==> src/rtl/regfile_writeback_arbiter.sv <==
// Register-file write-port arbiter: ALU results win the port,
// load results queue in an in-order FIFO and drain into idle cycles.
module regfile_writeback_arbiter #(
  parameter int DEPTH = 4,
  parameter int XLEN  = 32
) (
  input  logic                     clk,
  input  logic                     reset,
  input  logic                     alu_valid,
  input  logic [4:0]               alu_rd,
  input  logic [XLEN-1:0]          alu_data,
  input  logic                     mem_valid,
  output logic                     mem_ready,
  input  logic [4:0]               mem_rd,
  input  logic [XLEN-1:0]          mem_data,
  output logic [4:0]               rd,
  output logic [XLEN-1:0]          write_data,
  output logic                     RegWrite,
  output logic [31:0]              pending,
  output logic [$clog2(DEPTH):0]   fifo_count
);

  localparam int AW = $clog2(DEPTH);
  localparam int CW = AW + 1;
  localparam logic [CW-1:0] FULL = CW'(DEPTH);

  logic [4:0]      rd_q   [DEPTH];
  logic [XLEN-1:0] data_q [DEPTH];

  logic [AW-1:0] wr_ptr;
  logic [AW-1:0] rd_ptr;
  logic [CW-1:0] count;

  logic alu_win;
  logic non_empty;
  logic push;
  logic pop;

  logic [31:0] pending_c;

  // x0 writes never occupy the port or the queue
  assign alu_win   = alu_valid && (alu_rd != 5'd0);
  assign non_empty = (count != '0);
  assign mem_ready = (count != FULL);
  assign push      = mem_valid && mem_ready
                     && (mem_rd != 5'd0);
  assign pop       = !alu_win && non_empty;

  assign fifo_count = count;
  assign pending    = pending_c;

  // write-port register: ALU first, then FIFO head
  always_ff @(posedge clk) begin
    if (reset) begin
      rd         <= 5'd0;
      write_data <= '0;
      RegWrite   <= 1'b0;
    end else begin
      unique case (1'b1)
        alu_win: begin
          rd         <= alu_rd;
          write_data <= alu_data;
          RegWrite   <= 1'b1;
        end
        pop: begin
          rd         <= rd_q[rd_ptr];
          write_data <= data_q[rd_ptr];
          RegWrite   <= 1'b1;
        end
        default: begin
          RegWrite   <= 1'b0;
        end
      endcase
    end
  end

  // queue storage; no reset needed, validity comes from count
  always_ff @(posedge clk) begin
    if (!reset && push) begin
      rd_q[wr_ptr]   <= mem_rd;
      data_q[wr_ptr] <= mem_data;
    end
  end

  // pointers wrap naturally at DEPTH (power of two)
  always_ff @(posedge clk) begin
    if (reset) begin
      wr_ptr <= '0;
      rd_ptr <= '0;
    end else begin
      if (push) wr_ptr <= wr_ptr + 1'b1;
      if (pop)  rd_ptr <= rd_ptr + 1'b1;
    end
  end

  // occupancy; push+pop together leaves it unchanged
  always_ff @(posedge clk) begin
    if (reset) begin
      count <= '0;
    end else begin
      unique case ({push, pop})
        2'b10:   count <= count + 1'b1;
        2'b01:   count <= count - 1'b1;
        default: count <= count;
      endcase
    end
  end

  // destination mask of every live queue entry
  always_comb begin
    logic [AW-1:0] offset;
    pending_c = '0;
    offset    = '0;
    for (int i = 0; i < DEPTH; i++) begin
      offset = i[AW-1:0] - rd_ptr;
      if ({1'b0, offset} < count)
        pending_c[rd_q[i]] = 1'b1;
    end
    pending_c[0] = 1'b0;
  end

endmodule
==> config.mk <==
export PLATFORM = sky130hd
export DESIGN_NAME = regfile_writeback_arbiter
export DESIGN_NICKNAME = d
export VERILOG_FILES = /design/src/rtl/regfile_writeback_arbiter.sv
export SDC_FILE = /design/constraint.sdc
export NUM_CORES = 1
export LEC_CHECK = 0
export ABC_CLOCK_PERIOD_IN_PS = 3300
export CORE_UTILIZATION = 50
export CTS_CLUSTER_DIAMETER = 40
export DETAILED_ROUTE_END_ITERATION = 10
export GPL_ROUTABILITY_DRIVEN = 1
export PLACE_DENSITY = 0.76
export SYNTH_ARGS = -nofsm -noshare
export SYNTH_HDL_FRONTEND = slang
export SYNTH_SLANG_ARGS = --single-unit
==> constraint.sdc <==
create_clock -name clk -period 3.3 [get_ports clk]
set_clock_uncertainty 0.05 [all_clocks]
set_input_delay 0.33 -clock clk [delete_from_list [all_inputs] [get_ports clk]]
set_output_delay 0.33 -clock clk [all_outputs]
set_load 0.01 [all_outputs]
==> results of run 1 <==
==> per-stage QoR <==
stage               setup TNS, ns  power [mW]  cells  hold slack (ns)
finish                          0        7.31   1024            0.444
global route              -0.0966        7.60   1024            0.458
CTS                             0        7.31   1023            0.432
detailed placement              0        5.36    989            0.473
global placement                0        5.30    989            0.469
floorplan                       0        4.46    642            0.379
==> logic make-up after synthesis <==
group | count (synthesis) | share of synthesized area, %
buffers and inverters | 57 | 3.04
other | 1 | 0.0426
multiplexers | 39 | 9.70
AO/OA/AOI/OAI | 161 | 14.4
adder cells (fa/ha/maj) | 10 | 1.51
flip-flops | 195 | 61.1
AND/OR/NAND/NOR | 175 | 9.84
XOR/XNOR | 4 | 0.398
==> power breakdown <==
| group | switching, mW | internal, mW | total, mW |
|---|---|---|---|
| combinational | 1.22 | 1.06 | 2.28 |
| sequential | 0.207 | 2.88 | 3.09 |
| clock | 0.935 | 1.01 | 1.95 |
==> layout by cell type (no fill, tap or decap), types with 12 or more instances in the layout <==
master / instances
mux4_2: 37
clkdlybuf4s50_1: 143
o221ai_1: 12
inv_1: 13
nor2_1: 55
buf_4: 15
dfxtp_1: 41
clkbuf_16: 17
a211oi_1: 38
nand2_1: 53
a21oi_1: 42
a22oi_1: 14
edfxtp_1: 148
==> registers in the layout, summed over array words and instances, names as in the netlist, named ones only <==
register,cells
data_q,128
rd_ptr,2
rd_q,20
rd,5
fifo_count,3
RegWrite,1
write_data,32
wr_ptr,2
==> worst paths after layout <==
kind	to	start	cells past startpoint
hold reg to reg	rd_ptr[1]	rd_ptr[1]	2
setup / recovery	pending[2]	rd_ptr[0]	9
setup reg to reg	fifo_count[2]	fifo_count[2]	8
hold / removal	write_data[28]	alu_data[28]	3
==> layout make-up <==
type,instances,area [um^2]
Inverter,14,52.6
Tap cell,225,282
Multi-Input combinational cell,390,3210
Timing Repair Buffer,168,1680
Clock inverter,14,123
Fill cell,1245,6060
Sequential cell,195,5400
Clock buffer,18,439
==> what timing repair did <==
action                                  in CTS  in global routing
endpoints found under the setup margin      30                 31
setup buffers                                2                  1
pin swaps                                    3                  4
gates resized for setup                      7                 15
==> critical path: stages, from the launching register on <==
cell             delay, ns
dfxtp_1               0.33
xnor2_2               0.18
inv_1                 0.06
ha_1                  0.28
nor2b_2               0.17
a211oi_1              0.25
buf_4                 0.16
and3b_2               0.26
a211o_1               0.15
clkdlybuf4s50_1       0.54
==> layer usage <==
| metal | global-route usage (%) | up-vias |
|---|---|---|
| li1 | - | 2810 |
| met3 | 4.54 | 31 |
| met4 | 8.30 | 0 |
| met1 | 32.8 | 3147 |
| met2 | 44.1 | 311 |
| met5 | 0 | - |
==> summary.md, run 1 <==
| Metric | Value |
|---|---|
| Status | `finished clean` |
| Final HPWL DP | `15100 um` |
| Routed vias | `6299` |
| Final Hold Viols | `0` |
| Synth unique cells | `61` |
| Avg Cell Area, Syn | `13.7 um^2` |
| CP endpoint kind | `output pin` |
| TritonCTS clock tree | `done` |
| Final critical-path required period | `3.20 ns` |
| H-tree depth | `4` |
| Final worst-path cycle share | `96.9%` |
| Largest net degree at the start of global routing | `47` |
| Clock Path Buffers | `2` |
| Routed WL per cell | `22.2 um` |
| Max-Cap Viols | `0` |
| Remaining Overflow, GRT | `0` |
| GRT Resource Usage Total | `25.6%` |
| WL final | `22800 um` |
| Final instance area | `0.0112 mm^2` |
| Most used flip-flop cell after synthesis | `edfxtp_1` |
| Worst EP arrival | `2.82 ns` |
| CTS Root Cell | `clkbuf_16` |
| First-pass DRT Iterations | `7` |
| Async S/R FF share, synth | `0%` |
| DRC Markers | `0` |
| Post-place setup slack | `0.149 ns` |
| Max Slew Vio Count | `0` |
| Post-synth EDFFs | `148` |
| Measured slew at the worst slew-check pin | `1.08 ns` |
| Synthesized Nets | `730` |
| Vias/cell | `6.15` |
| Mapped Area | `0.00881 mm^2` |
| M1 wire length | `9120 um` |
| Pleak | `3.77 nW` |
| Achievable Freq | `313 MHz` |
| Die area | `0.0182 mm^2` |
| Cells after synthesis | `642` |
| Final net count | `874` |
| Rows | `48` |
| Synth top cells by count | `148 x edfxtp_1, 55 x nor2_1, 53 x nand2_1` |
| CTS hold repair buffers | `0` |
| Synth warn | `0` |
| Hold Crit Class | `in -> reg` |
| Max IR drop VDD | `0.503 mV` |
| TritonCTS buffer count | `17` |
| Quantity of I/O buffers inserted on ports | `150` |
| Top cell type's share of synthesized area | `50.4%` |
| Most common cell in the netlist | `edfxtp_1` |
| Initial antenna violation count | `0` |
| Met3 WL | `1550 um` |
| Startpoint Class | `flop` |
| Initial Util | `51.1%` |
| Layout cells sized above 1 | `15.4%` |
| Gpl congestion | `0.912` |
| Rel. slew slack | `28.0%` |
| Setup-violating endpoint count in the final report | `0` |
| Top Layer Used | `met4` |
| Ant. Diodes | `0` |
| Core area | `0.0172 mm^2` |
| Die Y-Extent | `135 um` |
| Number of I/O pins | `152` |
| FF-to-FF setup slack | `0.60 ns` |
| Post-route setup slack | `0.101 ns` |
| Synth area leaders | `edfxtp_1 50%, dfxtp_1 11%, mux4_2 9.5%, a211oi_1 3.2%, a21oi_1 2.4%` |
| Req. time, crit path | `2.92 ns` |
| CTS Sinks | `195` |
| Flops & latches, synth | `195` |
| DRT iter0 DRCs | `634` |
| First-pass GRT wire length | `34800 um` |
| CP Max Fanout | `4` |
| Final Core Density | `64.9%` |
| Clk slew on worst S/H paths | `0.07 ns` |
| Dpl cell area | `0.0105 mm^2` |
| Number of global-route vias before repair | `6192` |
| Power Dens Cells | `654 mW/mm^2` |
| Clk Latency, worst-skew pair | `0.43 ns` |
| Die Width | `135 um` |
| Kind of critical path | `reg -> out` |
| Seq/Total Area, Yosys | `61.1%` |
| Post-DRT Antenna Nets | `0` |
| Layout overhead on the synthesized area | `26.9%` |
| Largest area contributor in the netlist | `edfxtp_1` |
| Met2 Wirelength | `11700 um` |
Note: power is estimated with default switching activity, not from simulation.
==> run 2: changes to the inputs <==
--- a/config.mk
+++ b/config.mk
@@ -11,6 +11,7 @@
 export DETAILED_ROUTE_END_ITERATION = 10
 export GPL_ROUTABILITY_DRIVEN = 1
 export PLACE_DENSITY = 0.76
+export SKIP_CTS_REPAIR_TIMING = 1
 export SYNTH_ARGS = -nofsm -noshare
 export SYNTH_HDL_FRONTEND = slang
 export SYNTH_SLANG_ARGS = --single-unit
==> constraint.sdc (replaced) <==
create_clock -name clk -period 3.3 [get_ports clk]
set_clock_uncertainty 0.05 [all_clocks]
set_input_delay 0.66 -clock clk [delete_from_list [all_inputs] [get_ports clk]]
set_output_delay 0.66 -clock clk [all_outputs]
set_load 0.01 [all_outputs]
==> run 2 against run 1 <==
  * The run now ends with negative setup slack left
  * Register-to-register slack better by 0.05 ns
  * Sequential power about the same
  * Non-clock buffer count up 19
  * Maximum frequency down 6.6%
  * Clock-buffer cell count unchanged
  * Worst setup slack worse by 0.23 ns
  * Design area up 2.5%
  * Critical path type unchanged
==> summary.md, run 2 (same netlist as run 1, synthesis figures left out) <==
| Metric | Value |
|---|---|
| Final net count | `893 (+2.2%)` |
| Hold_ws | `0.501 ns (+0.0566 ns)` |
| Initial Util | `51.1% (unchanged)` |
| DRC Markers | `0 (unchanged)` |
| Biggest register | `data_q` |
| Rows | `48 (unchanged)` |
| Dpl cell area | `0.0107 mm^2 (+1.6%)` |
| Worst r2r path cells | `8 (unchanged)` |
| Layout overhead on the synthesized area | `30.1%` |
| Clk slew on worst S/H paths | `0.07 ns (about the same)` |
| WL final | `22900 um (+0.50%)` |
| Pleak | `4.29 nW (+14%)` |
| Initial antenna violation count | `1 (+1)` |
| Die area | `0.0182 mm^2 (unchanged)` |
| Final Core Density | `66.5% (+1.6 points)` |
| Final worst-path cycle share | `104% (+6.8 points)` |
| Clk pwr share | `28.0% (+1.4 points)` |
| Hold path depth | `2 (-1)` |
| Measured slew at the worst slew-check pin | `0.661 ns (-0.420 ns)` |
| Vias/cell | `6.09 (-1.0%)` |
| Biggest regs | `data_q: 128 flops, write_data: 32 flops, rd_q: 20 flops` |
| Post-DRT Antenna Nets | `0 (unchanged)` |
| Gpl congestion | `0.891 (-2.3%)` |
| Achievable Freq | `292 MHz (-6.6%)` |
| FF-to-FF setup slack | `0.65 ns (+0.05 ns)` |
| Die Y-Extent | `135 um (unchanged)` |
| Hold Crit Class | `reg -> reg` |
| Max-Cap Viols | `0 (unchanged)` |
| Status | `finished, violations left` |
| Worst EP arrival | `2.72 ns (-0.10 ns)` |
| CP Max Fanout | `8 (+4)` |
| Layout cells sized above 1 | `17.1% (+1.7 points)` |
| TritonCTS buffer count | `17 (unchanged)` |
| Most common cell after layout, fill and taps aside | `edfxtp_1` |
| Remaining Overflow, GRT | `0 (unchanged)` |
| Quantity of I/O buffers inserted on ports | `150 (unchanged)` |
| TritonCTS clock tree | `done` |
| Post-place setup slack | `-0.00568 ns (-0.155 ns)` |
| Rel. slew slack | `55.8% (+28 points)` |
| Final Hold Viols | `0 (unchanged)` |
| FILL cells | `1185 (-4.8%)` |
| Number of I/O pins | `152 (unchanged)` |
| Net Sw Power | `2.32 mW (-1.8%)` |
| Number of global-route vias before repair | `6512 (+5.2%)` |
| Routed WL per cell | `21.9 um (-1.4%)` |
| Die Width | `135 um (unchanged)` |
| Critical Path Start | `rd_ptr[1]` |
| Cell Int Power | `5.19 mW (+4.7%)` |
| Setup-violating endpoint count in the final report | `2 (+2)` |
| CP endpoint kind | `output pin` |
| Req. time, crit path | `2.59 ns (-0.33 ns)` |
| Most frequent cells in the layout | `148 x edfxtp_1, 119 x clkdlybuf4s50_1, 55 x nor2_1` |
| Sequential power share | `40.9% (-1.4 points)` |
| H-tree depth | `4 (unchanged)` |
| Worst reg2reg path startpoint | `fifo_count[2]` |
| Final instance area | `0.0115 mm^2 (+2.5%)` |
| CTS Root Cell | `clkbuf_16` |
| DRT iter0 DRCs | `688 (+8.5%)` |
| Worst Hold Path EP | `write_data[13]` |
| Core area | `0.0172 mm^2 (unchanged)` |
| Power Dens Cells | `655 mW/mm^2 (about the same)` |
| Clock Path Buffers | `2 (unchanged)` |
| Startpoint Class | `flop` |
| Max reg flops | `128 (unchanged)` |
| Routed vias | `6356 (+0.90%)` |
| Pwr Total | `7.50 mW (+2.6%)` |
| Clk Latency, worst-skew pair | `0.43 ns (about the same)` |
| Final critical-path required period | `3.43 ns (+0.226 ns)` |
| Combinational Power Share | `31.2% (about the same)` |
| First-pass DRT Iterations | `5 (-2)` |
| Final HPWL DP | `15300 um (+1.2%)` |
| Max Slew Vio Count | `0 (unchanged)` |
| Kind of critical path | `reg -> out` |
| Switch share | `30.9% (-1.4 points)` |
| GRT Resource Usage Total | `25.9% (+0.28 points)` |
| Failing checks | `negative setup slack` |
| Post-route setup slack | `-0.125 ns (-0.226 ns)` |
| Largest net degree at the start of global routing | `47 (unchanged)` |
| R2r endpoint | `fifo_count[2]` |
| CTS Sinks | `195 (unchanged)` |
| Unrepaired setup endpoints after global routing | `true` |
| Max IR drop VDD | `0.439 mV (-13%)` |
| First-pass GRT wire length | `35300 um (+1.3%)` |
| Hold wc startpoint | `write_data[13]` |
[run 2: cell count changes in the layout (fill, tap and decap cells not counted), sizes merged]
cell and change:
clkdlybuf4s50 -24, dlymetal6s2s +22, buf +19, bufinv +3, clkbuf +2, clkinv -2, inv -2, clkinvlp +1
diode +1
[run 2: worst max path at each step]
stage / end / slack [ns]
6_report: pending[10] / -0.13
4_1_cts: pending[26] / -0.35
5_1_grt: pending[10] / -0.26
3_5_place_dp: fifo_count[2] / -0.006
2_1_floorplan: fifo_count[2] / 0.29
3_3_place_gp: fifo_count[2] / 0.06
[run 2: metal layers]
| metal | share of wire [%] | track usage [%] |
|---|---|---|
| met5 | 0 | 0 |
| met4 | 1.9 | 9.80 |
| met3 | 5.9 | 4.43 |
| met2 | 52 | 44.6 |
| met1 | 40 | 32.7 |
[run 2: cell type report]
| cell class | count | area (um^2) | share of cell area, % |
|---|---|---|---|
| sequential | 195 | 5390 | 47.0 |
| multi-input combinational | 390 | 3210 | 28.0 |
| timing repair buffer | 187 | 1920 | 16.7 |
| clock buffer | 18 | 429 | 3.74 |
| tap | 225 | 282 | 2.46 |
| clock inverter | 14 | 176 | 1.54 |
| inverter | 14 | 52.6 | 0.459 |
| antenna | 1 | 2.50 | 0.0218 |
[run 2: power groups by stage]
stage | clock (mW) | combinational (mW) | sequential (mW)
after global routing | 2.21 | 2.52 | 3.09
final | 2.10 | 2.34 | 3.07
after CTS | 2.12 | 2.32 | 3.06
after floorplan | 0 | 1.39 | 3.07
after detailed placement | 0 | 2.30 | 3.11
after global placement | 0 | 2.26 | 3.10
[run 2: critical path: stages, from the launching register on]
cell,delay (ns)
dfxtp_2,0.34
xnor2_2,0.17
ha_1,0.26
and2b_1,0.22
a2111oi_4,0.37
buf_6,0.19
o2bb2ai_1,0.12
a211o_1,0.11
clkdlybuf4s50_1,0.53
[run 2: through the flow]
stage / instances / TNS (ns)
4_1_cts: 1037 / -8.96
3_3_place_gp: 1005 / 0
2_1_floorplan: 642 / 0
5_1_grt: 1044 / -0.807
6_report: 1044 / -0.150
3_5_place_dp: 1005 / -0.00568
